--- src/rtl/mem_access_unit_pkg.sv ---
// mem_access_unit_pkg: load/store type codes and FSM state encoding for the data-memory access stage
package mem_access_unit_pkg;
  localparam logic [2:0] LT_WORD  = 3'b000;
  localparam logic [2:0] LT_BYTE  = 3'b010;
  localparam logic [2:0] LT_HALF  = 3'b101;
  localparam logic [2:0] LT_BYTEU = 3'b001;
  localparam logic [2:0] LT_HALFU = 3'b100;
  localparam logic [1:0] ST_WORD  = 2'b00;
  localparam logic [1:0] ST_BYTE  = 2'b01;
  localparam logic [1:0] ST_HALF  = 2'b10;
  typedef enum logic [1:0] {IDLE, WAIT_MEM, RESP} state_e;
endpackage

--- src/rtl/mem_access_unit_load_extend.sv ---
// mem_access_unit_load_extend: selects the addressed lane of a read word and sign/zero-extends it
module mem_access_unit_load_extend
  import mem_access_unit_pkg::*;
(
  input  logic [2:0]  load_type,
  input  logic [1:0]  offset,
  input  logic [31:0] word,
  output logic [31:0] data
);
  logic [7:0]  b;
  logic [15:0] h;
  always_comb begin
    b    = word[{offset, 3'b000} +: 8];
    h    = offset[1] ? word[31:16] : word[15:0];
    data = load_type == LT_BYTE  ? {{24{b[7]}}, b} :
           load_type == LT_BYTEU ? {24'b0, b} :
           load_type == LT_HALF  ? {{16{h[15]}}, h} :
           load_type == LT_HALFU ? {16'b0, h} : word;
  end
endmodule

--- src/rtl/mem_access_unit.sv ---
// mem_access_unit: data-memory access stage with lane formatting, ack timeout and extended load return
module mem_access_unit
  import mem_access_unit_pkg::*;
#(
  parameter int ADDR_W         = 32,
  parameter int TIMEOUT_CYCLES = 16
) (
  input  logic              clk,
  input  logic              rst_n,
  input  logic              req_valid,
  output logic              req_ready,
  input  logic              is_store,
  input  logic [2:0]        load_type,
  input  logic [1:0]        store_type,
  input  logic [ADDR_W-1:0] addr,
  input  logic [31:0]       wdata,
  output logic              mem_req,
  output logic              mem_we,
  output logic [ADDR_W-1:0] mem_addr,
  output logic [3:0]        mem_be,
  output logic [31:0]       mem_wdata,
  input  logic              mem_ack,
  input  logic [31:0]       mem_rdata,
  output logic              rsp_valid,
  input  logic              rsp_ready,
  output logic [31:0]       rsp_data,
  output logic              rsp_misalign,
  output logic              rsp_bus_err
);
  localparam int CW = $clog2(TIMEOUT_CYCLES + 1);
  localparam logic [CW-1:0] LAST = CW'(TIMEOUT_CYCLES - 1);
  state_e      state;
  logic [CW-1:0] cnt;
  logic        st_r;
  logic [2:0]  lt_r;
  logic [1:0]  off_r;
  logic [31:0] ext;
  logic        byte_a, half_a, word_a, bad_a;
  logic [3:0]  be_a;
  logic [31:0] wd_a;
  always_comb begin
    byte_a = is_store ? store_type == ST_BYTE : (load_type == LT_BYTE || load_type == LT_BYTEU);
    half_a = is_store ? store_type == ST_HALF : (load_type == LT_HALF || load_type == LT_HALFU);
    word_a = is_store ? store_type == ST_WORD : load_type == LT_WORD;
    bad_a  = !(byte_a || half_a || word_a) || (half_a && addr[0]) || (word_a && addr[1:0] != 2'b00);
    be_a   = byte_a ? 4'b0001 << addr[1:0] : half_a ? (addr[1] ? 4'b1100 : 4'b0011) : 4'b1111;
    wd_a   = byte_a ? {4{wdata[7:0]}} : half_a ? {2{wdata[15:0]}} : wdata;
  end
  mem_access_unit_load_extend u_load_extend (
    .load_type(lt_r),
    .offset   (off_r),
    .word     (mem_rdata),
    .data     (ext)
  );
  always_ff @(posedge clk or negedge rst_n)
    if (!rst_n) begin
      state        <= IDLE;
      cnt          <= '0;
      st_r         <= 1'b0;
      lt_r         <= '0;
      off_r        <= '0;
      req_ready    <= 1'b1;
      mem_req      <= 1'b0;
      mem_we       <= 1'b0;
      mem_addr     <= '0;
      mem_be       <= '0;
      mem_wdata    <= '0;
      rsp_valid    <= 1'b0;
      rsp_data     <= '0;
      rsp_misalign <= 1'b0;
      rsp_bus_err  <= 1'b0;
    end else begin
      case (state)
        IDLE: if (req_valid) begin
          st_r      <= is_store;
          lt_r      <= load_type;
          off_r     <= addr[1:0];
          mem_addr  <= {addr[ADDR_W-1:2], 2'b00};
          mem_be    <= be_a;
          mem_wdata <= wd_a;
          cnt       <= '0;
          req_ready <= 1'b0;
          rsp_data  <= '0;
          // faulting accesses skip the bus entirely
          state        <= bad_a ? RESP : WAIT_MEM;
          mem_req      <= !bad_a;
          mem_we       <= !bad_a && is_store;
          rsp_valid    <= bad_a;
          rsp_misalign <= bad_a;
        end
        WAIT_MEM: if (mem_ack || cnt == LAST) begin
          state       <= RESP;
          mem_req     <= 1'b0;
          mem_we      <= 1'b0;
          rsp_valid   <= 1'b1;
          rsp_bus_err <= !mem_ack;
          rsp_data    <= (mem_ack && !st_r) ? ext : 32'b0;
        end else
          cnt <= cnt + 1'b1;
        RESP: if (rsp_ready) begin
          state        <= IDLE;
          req_ready    <= 1'b1;
          rsp_valid    <= 1'b0;
          rsp_data     <= '0;
          rsp_misalign <= 1'b0;
          rsp_bus_err  <= 1'b0;
        end
        default: state <= IDLE;
      endcase
    end
endmodule

--- config.mk ---
export PLATFORM = sky130hd
export DESIGN_NAME = mem_access_unit
export DESIGN_NICKNAME = d
export VERILOG_FILES = /design/src/rtl/mem_access_unit_pkg.sv /design/src/rtl/mem_access_unit_load_extend.sv /design/src/rtl/mem_access_unit.sv
export SDC_FILE = /design/constraint.sdc
export NUM_CORES = 1
export LEC_CHECK = 0
export BUFFER_PORTS_ARGS = -buffer_cell sky130_fd_sc_hd__buf_2
export CORE_MARGIN = 1
export CORE_UTILIZATION = 30
export CTS_CLUSTER_DIAMETER = 200
export CTS_CLUSTER_SIZE = 14
export DETAILED_ROUTE_END_ITERATION = 10
export MAX_ROUTING_LAYER = met4
export PLACE_DENSITY = 0.51
export SLEW_MARGIN = 20
export SYNTH_ARGS = -nofsm -noshare
export SYNTH_HDL_FRONTEND = slang
export SYNTH_SLANG_ARGS = --single-unit
--- constraint.sdc ---
create_clock -name clk -period 3.2 [get_ports clk]
set_clock_uncertainty 0.05 [all_clocks]
set_input_delay 0.16 -clock clk [delete_from_list [all_inputs] [get_ports clk]]
set_output_delay 0.16 -clock clk [all_outputs]
set_load 0.02 [all_outputs]
==> results of run 1 <==
-- cell type report --
cell class                 instances  area [um^2]
inverter                           8        30.03
multi-input combinational        457         2714
tap                              260        325.3
antenna                            1        2.502
clock buffer                      17        425.4
clock inverter                    14        225.2
fill                            1909        10450
timing repair buffer             286         1797
sequential                       117         2929
-- kinds of logic (layout without fill, tap and decap cells) --
family,Yosys count,count (layout)
and+or+nand+nor,264,264
buffers and inverters,49,325
muxes,36,36
DFF,117,117
adders and majority gates,13,13
other,1,3
AOI/OAI and AO/OA,137,137
xor gates and xnor gates,5,5
-- layer usage --
metal	track usage (%)	part of all wire, %	up-vias
li1	-	-	2682
met1	25.96	47	2590
met2	30.20	46	196
met3	4.286	5.3	25
met4	6.961	1.7	0
met5	-	0	-
-- state kept, by name (all words and copies together) (netlist names) --
register / flops
mem_req: 1
mem_wdata: 32
rsp_bus_err: 1
rsp_valid: 1
state: 2
st_r: 1
cnt: 5
off_r: 2
mem_addr: 30
mem_we: 1
lt_r: 3
mem_be: 4
rsp_misalign: 1
rsp_data: 32
req_ready: 1
-- worst max-delay path, cell delays in order (launching register included) --
cell and delay (ps):
dfrtp_1 410, inv_1 90, ha_1 310, and2_2 490, buf_4 400, nor2_1 70, a31oi_1 130, dlygate4sd3_1 560
-- final timing paths --
| kind | from | end | slack (ps) | cells past startpoint |
|---|---|---|---|---|
| min in group asynchronous | rst_n | rsp_data[13]$_DFFE_PN0P_ | 310 | 2 |
| worst max-delay path | state[1]$_DFFE_PN0P_ | mem_wdata[9]$_DFFE_PN0P_ | 600 | 7 |
| worst min register to register | mem_addr[27]$_DFFE_PN0P_ | mem_addr[27]$_DFFE_PN0P_ | 420 | 2 |
| worst min-delay path | mem_ack | rsp_bus_err$_DFFE_PN0P_ | 20 | 3 |
| max in group asynchronous | rst_n | req_ready$_DFFE_PN1P_ | 1970 | 3 |
| worst max register to register | state[1]$_DFFE_PN0P_ | mem_wdata[9]$_DFFE_PN0P_ | 600 | 7 |
-- stage by stage --
step / worst slack, ps / std cells
floorplan: 1030 / 623
global placement: 836.5 / 1064
detailed placement: 791.5 / 1064
CTS: 542.4 / 1159
global route: 375.2 / 1160
finish: 599.7 / 1160
-- cell usage in the layout, fill, tap and decap left out, types with 2 or more instances in the layout --
| cell | n |
|---|---|
| xnor2_1 | 2 |
| a211oi_1 | 8 |
| a31oi_1 | 9 |
| inv_2 | 2 |
| clkinv_4 | 6 |
| a22o_1 | 27 |
| clkbuf_16 | 17 |
| a21oi_1 | 9 |
| nand2b_1 | 3 |
| nor3b_1 | 2 |
| dlygate4sd3_1 | 64 |
| nor2_1 | 37 |
| mux2_1 | 9 |
| mux4_2 | 8 |
| a21o_1 | 3 |
| ha_1 | 6 |
| buf_2 | 209 |
| inv_6 | 2 |
| inv_1 | 6 |
| o21ai_0 | 31 |
| bufinv_16 | 5 |
| o21ai_1 | 33 |
| nand3b_1 | 3 |
| buf_4 | 12 |
| or3b_1 | 3 |
| conb_1 | 2 |
| dfrtp_1 | 116 |
| maj3_1 | 7 |
| o31ai_1 | 4 |
| a221oi_1 | 3 |
| and3_1 | 10 |
| mux2i_1 | 19 |
| nand2_1 | 186 |
| nor2b_1 | 6 |
| nand3_1 | 5 |
| xor2_1 | 3 |
-- power by group through the flow --
| stage | registers [uW] | clock network [uW] | logic, uW |
|---|---|---|---|
| floorplan | 2970 | 0 | 1640 |
| finish | 2450 | 2150 | 3340 |
| global route | 2540 | 2250 | 3690 |
| global placement | 2460 | 0 | 3260 |
| detailed placement | 2460 | 0 | 3280 |
| CTS | 2450 | 2200 | 3370 |
==> qor.yml, run 1 <==
job:
  cap_viol_max_count: 0
timing:
  worst_slew_pin_slew_ps: 740.9
  worst_hold_slack_ps: 21.23
  setup_tns_ps: 0
  setup_viol: 0
  period_share_pct: 81.26
  slew_headroom_pct: 50.61
  fmax_ghz: 0.3846
  slew_viol_final: 0
  hold_viol: 0
  grt_setup_unrepaired: "no"
  period_needed_ps: 2600
clocking:
  cts_buffers: 17
  clockRootBuffer: "clkbuf_16"
  cts_sinks: 117
  cts_resized: 0
  cts_hold_buf: 64
  cts_tree: "built"
  cts_setup_buffers: 0
  clock_latency_ps: 410
  h-tree-depth: 4
  clockBufferDepth: 2
  path_clk_slew_ps: 60
placement:
  io_buffers: 210
  place_congestion: 0.8245
  place_area_um2: 7154
  dp_hpwl_um: 12900
cells_and_area:
  final_util_pct: 44.72
  design_area_um2: 8448
  layout-drive-gt1-share_pct: 30.26
  area.growth.synth_to_final_pct: 44.61
  fin_nets: 1000
synth:
  synth_top_area_share_pct: 49.69
  synth_top_family_by_area: "simple AND/OR/NAND/NOR gates"
  yosysMostFrequentCell: "nand2_1"
  async_flop_share_pct: 100.0
  ys_ff_latch: 117
  synth_xor_area_share_pct: 0.7496
  synth_top_cell_by_area: "dfrtp_1"
  ys_top_cells_by_area: "dfrtp_1, nand2_1, a22o_1"
  synth_compound_area_share_pct: 15.29
  synth_cells: 622
  synthSimpleGateAreaFrac_pct: 19.55
  yosysWarnings: 0
  avgSynthCellArea_um2: 9.392
  synth.top_cells.by_count: "nand2_1, dfrtp_1, nor2_1"
  ys.flop_type: "dfrtp_1"
  synth_seq_area_share_pct: 50.14
  synth_edf_count: 0
  synthAdderAreaFrac_pct: 2.484
  synth_area_um2: 5842
  ys_types: 51
  synthMuxAreaShare_pct: 8.075
global_routing:
  grt-ovfl-total: 0
  antenna_found_initial: 1
  grt_max_degree: 55
  grtUsageTotal_pct: 19.81
  grt_pass1_vias: 5594
  grt_pass1_wl_um: 29670
setup_path:
  worstPathArrival_ps: 2900
  start_kind: "flip-flop"
  crit_type: "reg -> reg"
  cp-end-kind: "flip-flop"
  cp_max_fo: 30
  crit_required_ps: 3500
hold_path:
  hp-class: "in -> reg"
power_and_ir_drop:
  fin_total_pwr_uw: 7945
  intPower_uw: 4679
  p_leak_uw: 0.004309
  clockPowerShare_pct: 27.1
  seqPwrFrac_pct: 30.9
  p_sw_uw: 3266
  swShare_pct: 41.10
  vdd_drop_max_mv: 0.4241
  powerDensity_nw_per_um2: 940.4
  pwr-share-comb_pct: 42.1
route:
  drtIter0Drc: 282
  via_per_inst: 4.735
  antenna_left: 0
  drc: 0
  vias: 5493
  firstDrtPassIters: 4
  wl_per_cell_um: 16.02
  drt_wl_total_um: 18580
floorplanning:
  rows: 50
  die_h_um: 141.5
  initial_core_util_pct: 30.92
  die_w_um: 141.5
  coreArea_um2: 18890
  ios: 213
  die_area_um2: 20040
run_status:
  status: "finished, final reports clean"
Note: power is estimated with default switching activity, not from simulation.
==> inputs of run 2 (changes only) <==
--- a/config.mk
+++ b/config.mk
@@ -12,7 +12,7 @@
 export CTS_CLUSTER_SIZE = 14
 export DETAILED_ROUTE_END_ITERATION = 10
 export MAX_ROUTING_LAYER = met4
-export PLACE_DENSITY = 0.51
+export PLACE_DENSITY = 0.53
 export SLEW_MARGIN = 20
 export SYNTH_ARGS = -nofsm -noshare
 export SYNTH_HDL_FRONTEND = slang
==> constraint.sdc (replaced) <==
create_clock -name clk -period 2.3 [get_ports clk]
set_clock_uncertainty 0.05 [all_clocks]
set_input_delay 0.115 -clock clk [delete_from_list [all_inputs] [get_ports clk]]
set_output_delay 0.115 -clock clk [all_outputs]
set_load 0.02 [all_outputs]
==> run 2 against run 1 <==
Against the previous run:
- combinational power up 51%
- count of clock-buffer cells in the layout up 2
- die area unchanged
- setup slack worse by 500 ps
- first-iteration DRC count down 12%
- fmax up 18%
- critical endpoint is now rsp_data[11]$_DFFE_PN0P_
- register-to-register slack worse by 500 ps
- final cell count up 2.1%
==> qor.yml, run 2 (synthesis gave the netlist of run 1 again) <==
run_status:
  status: "finished, final reports clean"
global_routing:
  grt_pass1_wl_um: 29460
  grtUsageTotal_pct: 19.51
  grt_pass1_vias: 5650
  grt-ovfl-total: 0
  antenna_found_initial: 0
  grt_max_degree: 70
route:
  via_per_inst: 4.769
  drc: 0
  wl_per_cell_um: 16.03
  vias: 5647
  firstDrtPassIters: 4
  drt_wl_total_um: 18980
  antenna_left: 0
  drtIter0Drc: 249
setup_path:
  worstPathArrival_ps: 2480
  cp_max_fo: 7
  cp-end-kind: "flip-flop"
  r2r_cells: 8
  crit_required_ps: 2580
  start_kind: "flip-flop"
  crit_type: "reg -> reg"
placement:
  dp_hpwl_um: 12580
  place_ws_ps: -131.1
  place_congestion: 0.8263
  io_buffers: 210
  placed_cells: 1077
power_and_ir_drop:
  p_leak_uw: 0.004448
  vdd_drop_max_mv: 0.6055
  fin_total_pwr_uw: 11280
  powerDensity_nw_per_um2: 1294
timing:
  grt_setup_unrepaired: "no"
  period_share_pct: 95.46
  fmax_ghz: 0.4555
  slew_viol_final: 0
  worst_slew_pin_slew_ps: 580.9
  hold_viol: 0
  layout_setup_ws_ps: 104.5
  slew_headroom_pct: 61.19
  setup_viol: 0
  worst_hold_slack_ps: 52.08
  period_needed_ps: 2196
cells_and_area:
  final_cell_mix: "buf_2, nand2_1, dfrtp_1"
  final_cells: 1184
  final_common_cell: "buf_2"
  layout-drive-gt1-share_pct: 32.14
  n_antenna_cell: 0
  area.growth.synth_to_final_pct: 49.15
  top_regs: "mem_wdata x32, rsp_data x32, mem_addr x30"
  fin_nets: 1024
floorplanning:
  die_area_um2: 20040
  coreArea_um2: 18890
  ios: 213
  rows: 50
  die_w_um: 141.5
  initial_core_util_pct: 30.92
  die_h_um: 141.5
hold_path:
  whs_path_depth: 4
  hp-class: "in -> reg"
clocking:
  clock_latency_ps: 410
  h-tree-depth: 4
  cts_buffers: 17
  path_clk_slew_ps: 60
  cts_sinks: 117
  cts_tree: "built"
  clockBufferDepth: 2
  clockRootBuffer: "clkbuf_16"
job:
  cap_viol_max_count: 0
==> run 2: cell types whose count changed in the layout (fill, tap and decap cells not counted) <==
cell / before / now
or3b_1: 3 / 2
buf_4: 12 / 29
clkinvlp_4: 0 / 3
clkinv_2: 1 / 0
clkbuf_16: 17 / 19
buf_12: 1 / 5
dlygate4sd3_1: 64 / 65
clkbuf_8: 0 / 2
diode_2: 1 / 0
clkinv_4: 6 / 2
inv_6: 2 / 4
bufinv_16: 5 / 4
or3b_4: 0 / 1
==> run 2: worst max-delay path: stages, from the launching register on <==
cell	delay, ps
dfrtp_1	380
ha_1	170
and3_1	160
ha_1	160
or3b_4	150
nand4b_4	150
buf_4	190
or4_4	560
o21ai_1	160
==> run 2: what timing repair did <==
item / CTS / global route
buffers inserted: 1 / 7
setup endpoints to repair: 17 / 9
cloned: 0 / 2
hold buffers: 65 / 0
gates resized for setup: 0 / 1
endpoints found under the hold margin: 110 / 0
pin swaps: 1 / 1
==> run 2: where the power goes <==
| group | internal (uW) | switching, uW | total [uW] |
|---|---|---|---|
| Sequential | 2840 | 457 | 3300 |
| Clock | 1890 | 1040 | 2930 |
| Combinational | 1960 | 3090 | 5050 |
| Total | 6690 | 4590 | 11300 |
==> run 2: final cells by class <==
type                            instances  area, um^2
Clock inverter                         13       195.2
Tap cell                              260       325.3
Sequential cell                       117        2929
Clock buffer                           19       452.9
Timing Repair Buffer                  310        2064
Fill cell                            1886       10180
Multi-Input combinational cell        457        2716
Inverter                                8       30.03
==> run 2: metrics by stage <==
stage / util (%) / setup TNS (ps) / cell area, um^2
global placement: 38.58 / -1617 / 7289
floorplan: - / 0 / 5846
CTS: 45.56 / 0 / 8608
finish: 46.12 / 0 / 8713
global route: 46.12 / 0 / 8713
detailed placement: 38.58 / -2094 / 7289
==> run 2: final timing paths <==
path	startpoint	endpoint	slack, ps
worst min-delay path	wdata[24]	mem_wdata[24]$_DFFE_PN0P_	50
max in group asynchronous	rst_n	mem_addr[28]$_DFFE_PN0P_	1270
min in group asynchronous	rst_n	rsp_valid$_DFFE_PN0P_	200
worst min register to register	mem_addr[7]$_DFFE_PN0P_	mem_addr[7]$_DFFE_PN0P_	420
worst max-delay path	cnt[0]$_DFFE_PN0P_	rsp_data[11]$_DFFE_PN0P_	100
worst max register to register	cnt[0]$_DFFE_PN0P_	rsp_data[11]$_DFFE_PN0P_	100
==> run 2: metal layers <==
| metal | vias to the layer above | track usage (%) | wire length (um) | share of wire (%) |
|---|---|---|---|---|
| met2 | 170 | 31.50 | 8996 | 47 |
| met4 | 0 | 6.282 | 232 | 1.2 |
| li1 | 2727 | - | - | - |
| met5 | - | - | 0 | 0 |
| met1 | 2734 | 24.42 | 8762 | 46 |
| met3 | 16 | 4.084 | 987 | 5.2 |
